$ cat src/rtl/hpdcache_pkg.sv
// Shared types for the PLRU access sequencer: operation kind/record and counter width.
// SETS/WAYS of the arbiter are expected to match the package geometry below.
package hpdcache_pkg;

  localparam int unsigned HPDCACHE_SETS  = 64;
  localparam int unsigned HPDCACHE_WAYS  = 4;
  localparam int unsigned HPDCACHE_SET_W = $clog2(HPDCACHE_SETS);
  localparam int unsigned HIT_DROP_CNT_W = 16;

  typedef enum logic {
    PLRU_OP_UPDT = 1'b0,
    PLRU_OP_REPL = 1'b1
  } plru_kind_e;

  typedef struct packed {
    plru_kind_e                  kind;
    logic [HPDCACHE_SET_W-1:0]   set;
    logic [HPDCACHE_WAYS-1:0]    way;
  } plru_op_t;

endpackage

$ cat src/rtl/hpdcache_rrarb.sv
// Round-robin arbiter: one-hot grant starting the search at the pointer;
// pointer moves to one past the winner when the grant is taken (en_i).
module hpdcache_rrarb #(
  parameter int unsigned REQS = 2
) (
  input  logic            clk_i,
  input  logic            rst_i,
  input  logic [REQS-1:0] req_i,
  input  logic            en_i,
  output logic [REQS-1:0] gnt_o
);

  localparam int unsigned PTR_W = (REQS > 1) ? $clog2(REQS) : 1;

  logic [PTR_W-1:0] ptr_q, ptr_d;
  logic [PTR_W-1:0] idx;
  logic [PTR_W-1:0] win_idx;
  logic             found;

  always_comb begin
    gnt_o   = '0;
    found   = 1'b0;
    win_idx = '0;
    idx     = '0;
    for (int unsigned i = 0; i < REQS; i++) begin
      idx = PTR_W'((32'(ptr_q) + i) % REQS);
      if (!found && req_i[idx]) begin
        found      = 1'b1;
        gnt_o[idx] = 1'b1;
        win_idx    = idx;
      end
    end
  end

  always_comb begin
    ptr_d = ptr_q;
    if (en_i && found) begin
      ptr_d = (win_idx == PTR_W'(REQS - 1)) ? '0 : win_idx + 1'b1;
    end
  end

  always_ff @(posedge clk_i) begin
    if (rst_i) begin
      ptr_q <= '0;
    end else begin
      ptr_q <= ptr_d;
    end
  end

endmodule

$ cat src/rtl/hpdcache_plru_arbiter.sv
// Serialises hit updates and refill replacements onto the PLRU array, one op per cycle,
// with bounded replacement bursts, duplicate-update suppression and a drop counter.
module hpdcache_plru_arbiter
  import hpdcache_pkg::*;
#(
  parameter int unsigned SETS           = HPDCACHE_SETS,
  parameter int unsigned WAYS           = HPDCACHE_WAYS,
  parameter int unsigned REQS           = 2,
  parameter int unsigned REPL_BURST_MAX = 4,
  localparam int unsigned SETW          = $clog2(SETS)
) (
  input  logic                           clk_i,
  input  logic                           rst_i,
  input  logic                           cfg_updt_en_i,
  input  logic [REQS-1:0]                hit_valid_i,
  output logic [REQS-1:0]                hit_ready_o,
  input  logic [REQS-1:0][SETW-1:0]      hit_set_i,
  input  logic [REQS-1:0][WAYS-1:0]      hit_way_i,
  input  logic                           repl_valid_i,
  output logic                           repl_ready_o,
  input  logic [SETW-1:0]                repl_set_i,
  input  logic [WAYS-1:0]                repl_way_i,
  output logic                           plru_updt_o,
  output logic [SETW-1:0]                plru_updt_set_o,
  output logic [WAYS-1:0]                plru_updt_way_o,
  output logic                           plru_repl_o,
  output logic [SETW-1:0]                plru_repl_set_o,
  output logic [WAYS-1:0]                plru_repl_way_o,
  output logic [HIT_DROP_CNT_W-1:0]      hit_drop_cnt_o
);

  localparam int unsigned BW = $clog2(REPL_BURST_MAX + 1);

  logic [REQS-1:0] hit_gnt;
  logic            hit_pend, hit_win, repl_gnt, burst_max, hit_drop;
  logic [SETW-1:0] sel_set;
  logic [WAYS-1:0] sel_way;

  logic [BW-1:0]             burst_q, burst_d;
  logic                      last_vld_q, last_vld_d;
  logic [SETW-1:0]           last_set_q, last_set_d;
  logic [WAYS-1:0]           last_way_q, last_way_d;
  logic                      op_vld_q, op_vld_d;
  plru_op_t                  op_q, op_d;
  logic [HIT_DROP_CNT_W-1:0] cnt_q, cnt_d;

  // Replacement normally wins; a pending hit is forced through once the burst limit is hit.
  assign hit_pend  = |hit_valid_i;
  assign burst_max = (burst_q == BW'(REPL_BURST_MAX));
  assign hit_win   = hit_pend && (!repl_valid_i || burst_max);
  assign repl_gnt  = repl_valid_i && !hit_win;

  hpdcache_rrarb #(
    .REQS (REQS)
  ) i_rrarb (
    .clk_i (clk_i),
    .rst_i (rst_i),
    .req_i (hit_valid_i),
    .en_i  (hit_win),
    .gnt_o (hit_gnt)
  );

  assign hit_ready_o  = hit_win ? hit_gnt : '0;
  assign repl_ready_o = repl_gnt;

  always_comb begin
    sel_set = '0;
    sel_way = '0;
    for (int unsigned r = 0; r < REQS; r++) begin
      if (hit_gnt[r]) begin
        sel_set = sel_set | hit_set_i[r];
        sel_way = sel_way | hit_way_i[r];
      end
    end
  end

  // Re-applying the same (set,way) to an OR-style PLRU is a no-op, so it is suppressed.
  assign hit_drop = hit_win &&
                    (!cfg_updt_en_i ||
                     (last_vld_q && (last_set_q == sel_set) && (last_way_q == sel_way)));

  always_comb begin
    burst_d    = burst_q;
    last_vld_d = last_vld_q;
    last_set_d = last_set_q;
    last_way_d = last_way_q;
    op_vld_d   = 1'b0;
    op_d       = '0;
    cnt_d      = cnt_q;

    if (hit_win || !hit_pend) begin
      burst_d = '0;
    end else if (repl_gnt && !burst_max) begin
      burst_d = burst_q + 1'b1;
    end

    if (repl_gnt) begin
      op_vld_d   = 1'b1;
      op_d.kind  = PLRU_OP_REPL;
      op_d.set   = repl_set_i;
      op_d.way   = repl_way_i;
      last_vld_d = 1'b1;
      last_set_d = repl_set_i;
      last_way_d = repl_way_i;
    end else if (hit_win) begin
      if (hit_drop) begin
        if (cnt_q != '1) begin
          cnt_d = cnt_q + 1'b1;
        end
        if (!cfg_updt_en_i) begin
          last_vld_d = 1'b0;
        end
      end else begin
        op_vld_d   = 1'b1;
        op_d.kind  = PLRU_OP_UPDT;
        op_d.set   = sel_set;
        op_d.way   = sel_way;
        last_vld_d = 1'b1;
        last_set_d = sel_set;
        last_way_d = sel_way;
      end
    end
  end

  always_ff @(posedge clk_i) begin
    if (rst_i) begin
      burst_q    <= '0;
      last_vld_q <= 1'b0;
      last_set_q <= '0;
      last_way_q <= '0;
      op_vld_q   <= 1'b0;
      op_q       <= '0;
      cnt_q      <= '0;
    end else begin
      burst_q    <= burst_d;
      last_vld_q <= last_vld_d;
      last_set_q <= last_set_d;
      last_way_q <= last_way_d;
      op_vld_q   <= op_vld_d;
      op_q       <= op_d;
      cnt_q      <= cnt_d;
    end
  end

  assign plru_updt_o     = op_vld_q && (op_q.kind == PLRU_OP_UPDT);
  assign plru_repl_o     = op_vld_q && (op_q.kind == PLRU_OP_REPL);
  assign plru_updt_set_o = plru_updt_o ? op_q.set : '0;
  assign plru_updt_way_o = plru_updt_o ? op_q.way : '0;
  assign plru_repl_set_o = plru_repl_o ? op_q.set : '0;
  assign plru_repl_way_o = plru_repl_o ? op_q.way : '0;
  assign hit_drop_cnt_o  = cnt_q;

  a_gnt_onehot0 : assert property (@(posedge clk_i) disable iff (rst_i)
    $onehot0({hit_ready_o, repl_ready_o}));

  a_strobe_excl : assert property (@(posedge clk_i) disable iff (rst_i)
    !(plru_updt_o && plru_repl_o));

  a_hit_way_onehot : assert property (@(posedge clk_i) disable iff (rst_i)
    hit_win |-> $onehot(sel_way));

  a_repl_way_onehot : assert property (@(posedge clk_i) disable iff (rst_i)
    repl_gnt |-> $onehot(repl_way_i));

  a_repl_stable : assert property (@(posedge clk_i) disable iff (rst_i)
    (repl_valid_i && !repl_ready_o) |=>
      (repl_valid_i && $stable(repl_set_i) && $stable(repl_way_i)));

  for (genvar r = 0; r < REQS; r++) begin : g_hit_stable
    a_hit_stable : assert property (@(posedge clk_i) disable iff (rst_i)
      (hit_valid_i[r] && !hit_ready_o[r]) |=>
        (hit_valid_i[r] && $stable(hit_set_i[r]) && $stable(hit_way_i[r])));
  end

endmodule

$ cat config.mk
export PLATFORM = sky130hd
export DESIGN_NAME = hpdcache_plru_arbiter
export DESIGN_NICKNAME = d
export VERILOG_FILES = /design/src/rtl/hpdcache_pkg.sv /design/src/rtl/hpdcache_rrarb.sv /design/src/rtl/hpdcache_plru_arbiter.sv
export SDC_FILE = /design/constraint.sdc
export NUM_CORES = 1
export LEC_CHECK = 0
export BUFFER_PORTS_ARGS = -buffer_cell sky130_fd_sc_hd__clkbuf_2
export CORE_AREA = 2 2 98 76
export CTS_CLUSTER_SIZE = 12
export DETAILED_ROUTE_END_ITERATION = 8
export DIE_AREA = 0 0 100 78
export SLEW_MARGIN = 20
export SYNTH_ARGS = -nofsm -noshare
export SYNTH_HDL_FRONTEND = slang
export SYNTH_SLANG_ARGS = --single-unit
$ cat constraint.sdc
create_clock -name clk_i -period 7.1 [get_ports clk_i]
set_input_delay 2.13 -clock clk_i [delete_from_list [all_inputs] [get_ports clk_i]]
set_output_delay 2.13 -clock clk_i [all_outputs]
set_load 0.05 [all_outputs]
==> impl_metrics.csv <==
group,metric,value,unit
outcome,run_status,"finished clean",
yosys,synthMuxAreaShare,0.0236,
layout,drive_gt1_frac,0.262,
layout,area_growth,22.1,%
yosys,yosysTopAreaCell,"dfxtp_1",
setup_path,rrSetupSlack,3.76,ns
yosys,yosysSeqAreaShare,0.368,
detailed_routing,totalWireLength,6120,microns
yosys,synth_top_area_share,0.368,
min_path,hp-start,"burst_q[0]",
floorplanning,core_area,0.00677,sq mm
place,port_buffers,76,
grt,grt_overflow,0,
setup_path,rr_worst_depth,7,
timing,max_freq,175,MHz
job,max_cap_viol_count,0,
floorplanning,start_util,0.345,
floorplanning,die_width,100,microns
grt,grt_first_pass_wirelength,10300,microns
min_path,hold_path.class,"register to register",
grt,track_usage,0.163,
timing,finalHoldViolations,0,
setup_path,cp_max_fo,16,
detailed_routing,viasPerCell,5.32,
floorplanning,die_h,78,microns
setup_path,cp_slowest_cell,"a21boi_1",
layout,layout_common_cells,"clkbuf_2 (76), dfxtp_1 (43), nand2_1 (33)",
grt,first_global_vias,2063,
layout,fillCellCount,696,
pwr,power_density,196,mW/mm^2
detailed_routing,drt-initial-drc-count,132,
timing,skew,0.0102,ns
yosys,synth-main-ff-cell,"dfxtp_1",
yosys,synthSimpleGateAreaFrac,0.253,
timing,rsz0062_at_grt,"no",
place,place_area,0.00274,sq mm
setup_path,worst_path_dominant_cell_family,"compound AO/OA/AOI/OAI gates",
floorplanning,pin_count,77,
clock_network,cts-resized-gates,0,
detailed_routing,firstDrtPassIters,4,
setup_path,max_stage_delay,0.71,ns
setup_path,critical_path_class,"primary input to output port",
setup_path,cp.required,4.97,ns
place,gp_congestion,0.792,
clock_network,cts_max_path_buffers,2,
grt,antenna_found_initial,0,
setup_path,crit_top_cell,"clkbuf_2",
timing,slew_violations,0,
yosys,yosys-top-cells-area,"dfxtp_1 (37%), nand2_1 (5.3%), nor2_1 (3.9%)",
yosys,yosys_warnings,0,
place,dp_slack,1.42,ns
layout,final_common_cell,"clkbuf_2",
clock_network,cts_buffers,5,
clock_network,cts.clk_slew.worst_paths,0.07,ns
detailed_routing,drc,0,
clock_network,cts_num_sinks,43,
detailed_routing,wl_per_cell,14.2,microns
yosys,synthesis.nets,321,
timing,setup_tns,0,ns
layout,antenna-diode-count,0,
setup_path,startpoint_type,"primary input",
yosys,synth_top_family_by_area,"simple AND/OR/NAND/NOR gates",
clock_network,cts_tree,"done",
timing,tightest_slew,0.900,ns
clock_network,cts_root_buf,"clkbuf_8",
yosys,synthAdderAreaFrac,0.0161,
yosys,synth_edf_count,0,
yosys,yosysUniqueCellTypes,44,
clock_network,post_cts_buffers,0,
clock_network,htreeDepth,2,
yosys,avgSynthCellArea,8.29,sq um
setup_path,critical_path.reg2reg.endpoint,"last_way_q[1]",
timing,slew_headroom,0.400,
yosys,syn_area,0.00234,sq mm
clock_network,cts_hold_buf,0,
pwr,ir_drop,65.7,uV
clock_network,clock_latency,0.30,ns
layout,final_area,0.00285,sq mm
yosys,netlist_instances,282,
yosys,synth-seq-cells,43,
setup_path,crit_buf_inv,2,
detailed_routing,ant_nets,0,
timing,layout_setup_ws,1.39,ns
pwr,leakage,1.22,nW
min_path,hold_end,"burst_q[0]",
yosys,synth_compound_area_frac,0.241,
timing,fin_crit,5.71,ns
detailed_routing,vias,2292,
yosys,ys_async_sr_fraction,0,
min_path,hold_depth,1,
grt,grt_max_degree,25,
yosys,synth_xor_area_frac,0.0412,
setup_path,worstPathArrival,3.58,ns
timing,setup_violations,0,
timing,period_share,0.805,
place,hpwl,4550,microns
floorplanning,dieArea,0.00780,sq mm
floorplanning,core.rowCount,26,
layout,nNetsFinal,385,
setup_path,cp-end-kind,"output port",
setup_path,crit_path_cell_trace,"clkbuf_2, a21boi_1, nor2b_1, clkbuf_2",
## registers in the layout, summed over array words and instances (netlist names), named ones only
signal and flops:
hit_drop_cnt_o 16, op_q 11, last_set_q 6, last_way_q 4, burst_q 3, last_vld_q 1
op_vld_q 1
## worst max path at each step
| stage | start | end | slack (ns) | depth (start not counted) |
|---|---|---|---|---|
| after global routing | hit_valid_i[1] | hit_ready_o[0] | 1.22 | 4 |
| after global placement | hit_valid_i[1] | hit_ready_o[0] | 1.46 | 4 |
| final | hit_valid_i[1] | hit_ready_o[0] | 1.39 | 4 |
| after detailed placement | hit_valid_i[1] | hit_ready_o[0] | 1.42 | 4 |
| after CTS | hit_valid_i[1] | hit_ready_o[0] | 1.41 | 4 |
| after floorplan | hit_valid_i[0] | hit_ready_o[0] | 1.78 | 3 |
## where the power goes
| part | switching (mW) | internal, mW | total, mW |
|---|---|---|---|
| clock network | 0.0860 | 0.114 | 0.200 |
| logic | 0.0639 | 0.0340 | 0.0979 |
| registers | 0.00881 | 0.254 | 0.262 |
| total | 0.159 | 0.401 | 0.560 |
## Yosys cell counts (all sizes together), types with 8 or more instances
master / instances
and3: 14
clkbuf: 13
o21ai: 11
nand2: 33
and2: 12
xnor2: 8
nor3: 8
dfxtp: 43
o22ai: 10
nor2: 24
a21oi: 9
a32oi: 10
inv: 10
## metrics by stage
stage               cells  utilization  hold slack [ns]  power, mW
floorplan             282            -            0.417      0.338
global placement      423        0.404            0.432      0.365
CTS                   431        0.422            0.461      0.566
global route          431        0.422            0.503      0.591
finish                431        0.422            0.453      0.560
detailed placement    423        0.404            0.442      0.366
## cell type report
| cell class | count | area, sq um | share of cell area |
|---|---|---|---|
| inverters | 10 | 37.5 | 0.0132 |
| clock buffers | 6 | 82.6 | 0.0289 |
| repair buffers | 77 | 388 | 0.136 |
| multi-input cells | 209 | 1340 | 0.471 |
| flip-flops and latches | 43 | 861 | 0.302 |
| well taps | 84 | 105 | 0.0368 |
| clock inverters | 2 | 35.0 | 0.0123 |
## layer usage
layer | track usage | part of all wire | up-vias
met1 | 0.233 | 0.49 | 1061
met4 | 0.0534 | 0.014 | 0
met5 | 0 | 0 | -
met2 | 0.247 | 0.45 | 54
li1 | - | - | 1169
met3 | 0.0297 | 0.045 | 8
## kinds of logic after synthesis
| kind of cell | after synthesis |
|---|---|
| AOI/OAI and AO/OA | 73 |
| adders and majority gates | 3 |
| muxes | 5 |
| xor gates and xnor gates | 11 |
| DFF | 43 |
| and+or+nand+nor | 117 |
| buffers and inverters | 30 |
No activity file was read; power rests on OpenSTA's default activity.
